File: config.mk
export PLATFORM = sky130hd
export DESIGN_NAME = rf_arbiter_flat
export DESIGN_NICKNAME = d
export VERILOG_FILES = /design/src/rtl/rf_arbiter_pkg.sv /design/src/rtl/rf_arbiter_if.sv /design/src/rtl/rf_arbiter_rr_arbiter2.sv /design/src/rtl/rf_arbiter.sv /design/src/flat_wrapper.sv
export SDC_FILE = /design/constraint.sdc
export NUM_CORES = 1
export LEC_CHECK = 0
export CAP_MARGIN = 20
export CORE_ASPECT_RATIO = 0.9
export CORE_MARGIN = 3
export CORE_UTILIZATION = 28
export DETAILED_ROUTE_END_ITERATION = 8
export GPL_TIMING_DRIVEN = 0
export SLEW_MARGIN = 20
export SYNTH_ARGS = -nofsm -noshare
export SYNTH_HDL_FRONTEND = slang
export SYNTH_HIERARCHICAL = 1
export SYNTH_SLANG_ARGS = --single-unit
File: constraint.sdc
create_clock -name CLK -period 1.3 [get_ports CLK]
set_input_delay 0.13 -clock CLK [delete_from_list [all_inputs] [get_ports CLK]]
set_output_delay 0.13 -clock CLK [all_outputs]
set_load 0.01 [all_outputs]
File: src/rtl/rf_arbiter_pkg.sv
// Shared types and constants for the two-requester register-file arbiter.
package rf_arb_pkg;

    typedef enum logic [1:0] {
        IDLE    = 2'd0,
        WR      = 2'd1,
        RD      = 2'd2,
        RD_WAIT = 2'd3
    } state_e;

    localparam logic M0_ID = 1'b0;
    localparam logic M1_ID = 1'b1;

    localparam int DATA_WIDTH_DEF = 8;
    localparam int ADDR_WIDTH_DEF = 4;
    localparam int RD_TIMEOUT_DEF = 15;
    localparam int PROT_LIMIT_DEF = 4;

endpackage

File: src/rtl/rf_arbiter_if.sv
// Requester-side bus: request strobes and payload in, grant and read/error returns out.
interface rf_arbiter_if
    import rf_arb_pkg::*;
#(
    parameter int DATA_WIDTH = DATA_WIDTH_DEF,
    parameter int ADDR_WIDTH = ADDR_WIDTH_DEF
);
    logic                  Wr_En;
    logic                  Rd_En;
    logic [ADDR_WIDTH-1:0] Address;
    logic [DATA_WIDTH-1:0] Wr_Data;
    logic                  Gnt;
    logic [DATA_WIDTH-1:0] RdData;
    logic                  RdData_Valid;
    logic                  Err;

    modport master (
        output Wr_En, Rd_En, Address, Wr_Data,
        input  Gnt, RdData, RdData_Valid, Err
    );

    modport slave (
        input  Wr_En, Rd_En, Address, Wr_Data,
        output Gnt, RdData, RdData_Valid, Err
    );
endinterface

File: src/rtl/rf_arbiter_rr_arbiter2.sv
// Two-way round-robin grant: a lone requester wins, on contention prio_i picks the winner.
module rr_arbiter2
    import rf_arb_pkg::*;
(
    input  logic [1:0] req_i,
    input  logic       prio_i,
    output logic [1:0] gnt_o
);
    always_comb begin
        gnt_o = req_i;
        if (req_i == 2'b11) begin
            gnt_o         = 2'b00;
            gnt_o[prio_i] = 1'b1;
        end
    end
endmodule

File: src/rtl/rf_arbiter.sv
// Arbitrates two requesters onto a single register-file port with read timeout.
// Optional M1 low-address write protection is enabled by defining RF_ARB_WR_PROTECT_EN.
module rf_arbiter
    import rf_arb_pkg::*;
#(
    parameter int DATA_WIDTH = DATA_WIDTH_DEF,
    parameter int ADDR_WIDTH = ADDR_WIDTH_DEF,
    parameter int RD_TIMEOUT = RD_TIMEOUT_DEF,
    parameter int PROT_LIMIT = PROT_LIMIT_DEF
) (
    input  logic                  CLK,
    input  logic                  RST,
    rf_arbiter_if.slave           m0_if,
    rf_arbiter_if.slave           m1_if,
    output logic                  RF_Wr_En,
    output logic                  RF_Rd_En,
    output logic [ADDR_WIDTH-1:0] RF_Address,
    output logic [DATA_WIDTH-1:0] RF_Wr_Data,
    input  logic [DATA_WIDTH-1:0] RF_RdData,
    input  logic                  RF_RdData_Valid
);
    localparam int CNT_W = $clog2(RD_TIMEOUT + 1);
`ifdef RF_ARB_WR_PROTECT_EN
    localparam bit PROT_ON = 1'b1;
`else
    localparam bit PROT_ON = 1'b0;
`endif

    state_e                       state_q, state_d;
    logic                         ptr_q, ptr_d;
    logic                         owner_q, owner_d;
    logic [CNT_W-1:0]             cnt_q, cnt_d;
    logic                         rf_wr_en_q, rf_wr_en_d;
    logic                         rf_rd_en_q, rf_rd_en_d;
    logic [ADDR_WIDTH-1:0]        rf_addr_q, rf_addr_d;
    logic [DATA_WIDTH-1:0]        rf_wdata_q, rf_wdata_d;
    logic [1:0][DATA_WIDTH-1:0]   rdata_q, rdata_d;
    logic [1:0]                   rd_vld_q, rd_vld_d;
    logic [1:0]                   err_q, err_d;

    logic [1:0]                   wr_en, rd_en, req, arb_gnt;
    logic [1:0][ADDR_WIDTH-1:0]   addr;
    logic [1:0][DATA_WIDTH-1:0]   wdata;
    logic                         idle, accept, sel, prot_hit;

    assign wr_en = {m1_if.Wr_En, m0_if.Wr_En};
    assign rd_en = {m1_if.Rd_En, m0_if.Rd_En};
    assign addr  = {m1_if.Address, m0_if.Address};
    assign wdata = {m1_if.Wr_Data, m0_if.Wr_Data};
    assign req   = wr_en | rd_en;

    rr_arbiter2 u_rr (
        .req_i  (req),
        .prio_i (ptr_q),
        .gnt_o  (arb_gnt)
    );

    assign idle     = (state_q == IDLE);
    assign accept   = idle && (arb_gnt != 2'b00);
    assign sel      = arb_gnt[1];
    // Folds to 0 when protection is not compiled in, so PROT_LIMIT is inert.
    assign prot_hit = PROT_ON && (sel == M1_ID) && (addr[sel] < ADDR_WIDTH'(PROT_LIMIT));

    assign m0_if.Gnt          = idle & arb_gnt[0];
    assign m1_if.Gnt          = idle & arb_gnt[1];
    assign m0_if.RdData       = rdata_q[0];
    assign m1_if.RdData       = rdata_q[1];
    assign m0_if.RdData_Valid = rd_vld_q[0];
    assign m1_if.RdData_Valid = rd_vld_q[1];
    assign m0_if.Err          = err_q[0];
    assign m1_if.Err          = err_q[1];

    assign RF_Wr_En   = rf_wr_en_q;
    assign RF_Rd_En   = rf_rd_en_q;
    assign RF_Address = rf_addr_q;
    assign RF_Wr_Data = rf_wdata_q;

    always_comb begin
        state_d    = state_q;
        ptr_d      = ptr_q;
        owner_d    = owner_q;
        cnt_d      = '0;
        rf_wr_en_d = 1'b0;
        rf_rd_en_d = 1'b0;
        rf_addr_d  = '0;
        rf_wdata_d = '0;
        rdata_d    = rdata_q;
        rd_vld_d   = 2'b00;
        err_d      = 2'b00;
        case (state_q)
            IDLE: begin
                if (accept) begin
                    ptr_d     = ~sel;
                    owner_d   = sel;
                    rf_addr_d = addr[sel];
                    // A simultaneous read strobe is dropped in favour of the write.
                    if (wr_en[sel]) begin
                        state_d      = WR;
                        rf_wr_en_d   = !prot_hit;
                        rf_wdata_d   = wdata[sel];
                        err_d[sel]   = rd_en[sel] | prot_hit;
                    end else begin
                        state_d    = RD;
                        rf_rd_en_d = 1'b1;
                    end
                end
            end
            WR:      state_d = IDLE;
            RD:      state_d = RD_WAIT;
            RD_WAIT: begin
                if (RF_RdData_Valid) begin
                    rdata_d[owner_q]  = RF_RdData;
                    rd_vld_d[owner_q] = 1'b1;
                    state_d           = IDLE;
                end else if (cnt_q == CNT_W'(RD_TIMEOUT - 1)) begin
                    err_d[owner_q] = 1'b1;
                    state_d        = IDLE;
                end else begin
                    cnt_d = cnt_q + CNT_W'(1);
                end
            end
            default: state_d = IDLE;
        endcase
    end

    always_ff @(posedge CLK or negedge RST) begin
        if (!RST) begin
            state_q    <= IDLE;
            ptr_q      <= M0_ID;
            owner_q    <= M0_ID;
            cnt_q      <= '0;
            rf_wr_en_q <= 1'b0;
            rf_rd_en_q <= 1'b0;
            rf_addr_q  <= '0;
            rf_wdata_q <= '0;
            rdata_q    <= '0;
            rd_vld_q   <= 2'b00;
            err_q      <= 2'b00;
        end else begin
            state_q    <= state_d;
            ptr_q      <= ptr_d;
            owner_q    <= owner_d;
            cnt_q      <= cnt_d;
            rf_wr_en_q <= rf_wr_en_d;
            rf_rd_en_q <= rf_rd_en_d;
            rf_addr_q  <= rf_addr_d;
            rf_wdata_q <= rf_wdata_d;
            rdata_q    <= rdata_d;
            rd_vld_q   <= rd_vld_d;
            err_q      <= err_d;
        end
    end
endmodule

File: src/flat_wrapper.sv
// flat-port wrapper written by rule: the top's interface ports become plain ports
module rf_arbiter_flat import rf_arb_pkg::*;
#(
    parameter int DATA_WIDTH = DATA_WIDTH_DEF,
    parameter int ADDR_WIDTH = ADDR_WIDTH_DEF,
    parameter int RD_TIMEOUT = RD_TIMEOUT_DEF,
    parameter int PROT_LIMIT = PROT_LIMIT_DEF
)
  (CLK, RST, RF_Wr_En, RF_Rd_En, RF_Address, RF_Wr_Data, RF_RdData, RF_RdData_Valid, m0_if_Wr_En, m0_if_Rd_En, m0_if_Address, m0_if_Wr_Data, m0_if_Gnt, m0_if_RdData, m0_if_RdData_Valid, m0_if_Err, m1_if_Wr_En, m1_if_Rd_En, m1_if_Address, m1_if_Wr_Data, m1_if_Gnt, m1_if_RdData, m1_if_RdData_Valid, m1_if_Err);
  rf_arbiter_if #(.DATA_WIDTH(DATA_WIDTH), .ADDR_WIDTH(ADDR_WIDTH)) m0_if_i ();
  rf_arbiter_if #(.DATA_WIDTH(DATA_WIDTH), .ADDR_WIDTH(ADDR_WIDTH)) m1_if_i ();
  input  logic CLK;
  input  logic RST;
  output logic RF_Wr_En;
  output logic RF_Rd_En;
  output logic [ADDR_WIDTH-1:0] RF_Address;
  output logic [DATA_WIDTH-1:0] RF_Wr_Data;
  input  logic [DATA_WIDTH-1:0] RF_RdData;
  input  logic RF_RdData_Valid;
  input wire logic [$bits(m0_if_i.Wr_En)-1:0] m0_if_Wr_En;
  input wire logic [$bits(m0_if_i.Rd_En)-1:0] m0_if_Rd_En;
  input wire logic [$bits(m0_if_i.Address)-1:0] m0_if_Address;
  input wire logic [$bits(m0_if_i.Wr_Data)-1:0] m0_if_Wr_Data;
  output wire logic [$bits(m0_if_i.Gnt)-1:0] m0_if_Gnt;
  output wire logic [$bits(m0_if_i.RdData)-1:0] m0_if_RdData;
  output wire logic [$bits(m0_if_i.RdData_Valid)-1:0] m0_if_RdData_Valid;
  output wire logic [$bits(m0_if_i.Err)-1:0] m0_if_Err;
  input wire logic [$bits(m1_if_i.Wr_En)-1:0] m1_if_Wr_En;
  input wire logic [$bits(m1_if_i.Rd_En)-1:0] m1_if_Rd_En;
  input wire logic [$bits(m1_if_i.Address)-1:0] m1_if_Address;
  input wire logic [$bits(m1_if_i.Wr_Data)-1:0] m1_if_Wr_Data;
  output wire logic [$bits(m1_if_i.Gnt)-1:0] m1_if_Gnt;
  output wire logic [$bits(m1_if_i.RdData)-1:0] m1_if_RdData;
  output wire logic [$bits(m1_if_i.RdData_Valid)-1:0] m1_if_RdData_Valid;
  output wire logic [$bits(m1_if_i.Err)-1:0] m1_if_Err;
  assign m0_if_i.Wr_En = m0_if_Wr_En;
  assign m0_if_i.Rd_En = m0_if_Rd_En;
  assign m0_if_i.Address = m0_if_Address;
  assign m0_if_i.Wr_Data = m0_if_Wr_Data;
  assign m0_if_Gnt = m0_if_i.Gnt;
  assign m0_if_RdData = m0_if_i.RdData;
  assign m0_if_RdData_Valid = m0_if_i.RdData_Valid;
  assign m0_if_Err = m0_if_i.Err;
  assign m1_if_i.Wr_En = m1_if_Wr_En;
  assign m1_if_i.Rd_En = m1_if_Rd_En;
  assign m1_if_i.Address = m1_if_Address;
  assign m1_if_i.Wr_Data = m1_if_Wr_Data;
  assign m1_if_Gnt = m1_if_i.Gnt;
  assign m1_if_RdData = m1_if_i.RdData;
  assign m1_if_RdData_Valid = m1_if_i.RdData_Valid;
  assign m1_if_Err = m1_if_i.Err;
  rf_arbiter #(.DATA_WIDTH(DATA_WIDTH), .ADDR_WIDTH(ADDR_WIDTH), .RD_TIMEOUT(RD_TIMEOUT), .PROT_LIMIT(PROT_LIMIT)) u_core (.CLK(CLK), .RST(RST), .m0_if(m0_if_i), .m1_if(m1_if_i), .RF_Wr_En(RF_Wr_En), .RF_Rd_En(RF_Rd_En), .RF_Address(RF_Address), .RF_Wr_Data(RF_Wr_Data), .RF_RdData(RF_RdData), .RF_RdData_Valid(RF_RdData_Valid));
endmodule
==> results.md <==
* Status: finished, violations left
* Failing checks: negative setup slack
* CTS buffer count at 5
* Layout area overhead at 80.6%
* Yosys reg bits at 42
* Synth async-reset ratio at 100%
* Total congestion overflow at 0
* Syn Inst Count at 140
* Port Buf Inserts at 74
* Comb pwr share at 50.4%
* Setup slack after layout at -0.176 ns
* Post-synth top flop: dfrtp_1
* Peak fanout along the critical path at 6
* Nets@finish at 290
* DR top layer: met4
* TNS Setup at -3.57 ns
* Top-count cell post-synth: dfrtp_1
* DP Area at 0.00263 sq mm
* Switching part of the total at 32.5%
* Wire length on met2 at 2.22 mm
* CTS tree: done
* Final Critical Period at 1.48 ns
* Int Pwr at 4.07 mW
* Fin util at 54.1%
* Setup Crit Path Kind: reg2reg
* Clock-pin transition on the worst setup and hold timing paths at 0.08 ns
* Die width at 89.6 microns
* Clock power share at 16.7%
* Vias at 1491
* Synthesis Warnings at 6
* DRC at 0
* Gpl congestion at 0.668
* DR iter-0 viols at 30
* PD cells at 1900 mW/mm^2
* Clk root buf: clkbuf_8
* First-pass DRT Iterations at 4
* Share of cells above drive strength 1 at 32.4%
* Clock sink count at 42
* Final period utilization at 114%
* Synth unique cells at 30
* Die Area at 0.00729 sq mm
* Antenna Cells at 0
* Sequential share of power at 32.9%
* Required @ worst endpoint at 1.52 ns
* Post-route cell area at 0.00318 sq mm
* Worst path arrival time at 1.70 ns
* Core area at 0.00589 sq mm
* DR WL/cell at 14.4 microns
* Dpl cells at 299
* DP Worst Slack at -0.881 ns
* CP Capture Type: flop
* Num ports at 75
* RSZ-0062 raised after global routing: true
* Starting Density at 29.9%
* Clock Latency Late Sink at 0.29 ns
* Crit path launch type: flop
* WL met3 at 479 microns
* Synth top area cells: dfrtp_1 (60%), mux2_2 (10%), mux2i_1 (4.5%)
* Worst-margin pin slew at 0.433 ns
* Top cell type by total area after synthesis: dfrtp_1
* Final Hold Viols at 0
* Rel. slew slack at 71.0%
* Routed vias/inst at 4.50
* Setup violations, final at 32
* Met1 WL at 2.03 mm
* Mean Syn Cell Area at 12.6 sq um
* EDFF count, synth at 0
* Post-synth top area share at 59.6%
* Clk buf depth at 2
* Final WL at 4.75 mm
* Row count at 26
* Pins over their slew limit at 0
* Max-Cap Viols at 0
* Antenna violations before repair at 0
* CTS H-tree depth at 2
* Gr usage total at 13.0%
* Final Non-Filler Cells at 331
* HPWL after DPL at 3.01 mm
* Antenna-violating nets left at 0
* First-pass GRT wire length at 7.03 mm
* Largest net degree at the start of global routing at 29
* Min-delay worst type: in2reg
* Vias in the first global route at 1460
* Peak VDD IR at 0.00106 V
* Sequential element share of the synthesized area at 59.6%
* Post-Syn Area at 0.00176 sq mm
* Leakage at 1.71 nW
* NetSw at 1.96 mW
* Synth top cells by count: dfrtp_1 (42), nor2_1 (19), mux2_2 (16)
* Final Skew at 0.00566 ns
* Mapped Nets at 184
* Die Span Y at 81.3 microns
* Maximum clock frequency at 678 MHz
[kinds of logic after synthesis]
group / Yosys count / share of synthesized area, %
XOR/XNOR: 2 / 0.994
multiplexers: 24 / 14.8
flip-flops: 42 / 59.6
AND/OR/NAND/NOR: 39 / 11.4
buffers and inverters: 12 / 3.05
adder cells (fa/ha/maj): 5 / 3.55
AO/OA/AOI/OAI: 16 / 6.67
[sequential cells by signal (all words and copies together), names as in the netlist]
register / flops
u_core/RF_Address: 4
u_core/RF_Wr_En: 1
u_core/err_q: 2
u_core/owner_q: 1
u_core/ptr_q: 1
u_core/m0_if.RdData: 8
u_core/m1_if.RdData: 8
u_core/RF_Wr_Data: 8
u_core/cnt_q: 4
u_core/RF_Rd_En: 1
u_core/state_q: 2
u_core/rd_vld_q: 2
[stage by stage]
step / total power, mW / hold WS (ns)
after floorplan: 3.07 / -0.166
after global placement: 4.18 / 0.482
after detailed placement: 4.22 / 0.0654
after CTS: 5.57 / 0.254
after global routing: 6.46 / 0.277
final: 6.04 / 0.262
[worst max-delay path, stage by stage (launching register included)]
cell       delay (ns)
dfrtp_1          0.43
inv_2            0.06
a21boi_4         0.19
and3b_2          0.25
or3_4            0.33
a2bb2oi_2        0.14
[power groups by stage]
stage	clock network [mW]	logic, mW	registers (mW)
after CTS	1.05	2.58	1.95
after detailed placement	0	2.26	1.97
after global placement	0	2.22	1.96
final	1.01	3.04	1.98
after global routing	1.12	3.29	2.04
after floorplan	0	0.930	2.14
[layer usage]
layer | vias up | GRT usage, %
met4 | 0 | 3.13
met1 | 719 | 15.4
li1 | 699 | -
met3 | 6 | 6.49
met2 | 67 | 20.8
met5 | - | 0
[path summary, 6_finish.rpt]
kind,startpoint,end,slack [ns],depth (start not counted)
setup reg to reg,u_core/ptr_q,u_core/state_q[1],-0.18,5
setup / recovery,u_core/ptr_q,u_core/state_q[1],-0.18,5
max in group asynchronous,RST,u_core/state_q[1],0.54,3
hold reg to reg,u_core/cnt_q[0],u_core/cnt_q[0],0.49,1
hold / removal,m1_if_Rd_En,u_core/err_q[1],0.26,3
min in group asynchronous,RST,u_core/m0_if.RdData[6],0.28,2
[final cells by class]
cell class	count	area, sq um
sequential	42	1050
buffer	1	20.0
clock inverter	1	30.0
tap	84	105
inverter	10	37.5
clock buffer	7	76.3
timing repair buffer	97	952
multi-input combinational	89	910
fill	523	2710
[placed cells by master, fill, tap and decap left out, types with 2 or more instances in the layout]
cell type and instances:
a21boi_4 2, a22oi_2 5, o22ai_1 2, dfrtp_1 41
o21ai_4 2, mux2_4 16, ha_4 2, dlymetal6s2s_1 10
clkdlybuf4s50_1 33, inv_1 6, nand3_1 3, mux2i_1 8
buf_12 2, clkbuf_8 5, buf_4 15, nor2_1 19
and2_4 3, dlygate4sd2_1 28, inv_2 4, nand3_4 4
buf_6 7, or2_4 2, ha_1 3, clkbuf_1 2
[timing repair]
item,in CTS,in global routing
cloned,1,3
buffers inserted,11,9
pin swaps,11,5
hold buffers,1,0
resized for setup,70,39
setup endpoints to repair,62,50
endpoints found under the hold margin,14,0
(Power assumes the default switching activity.)
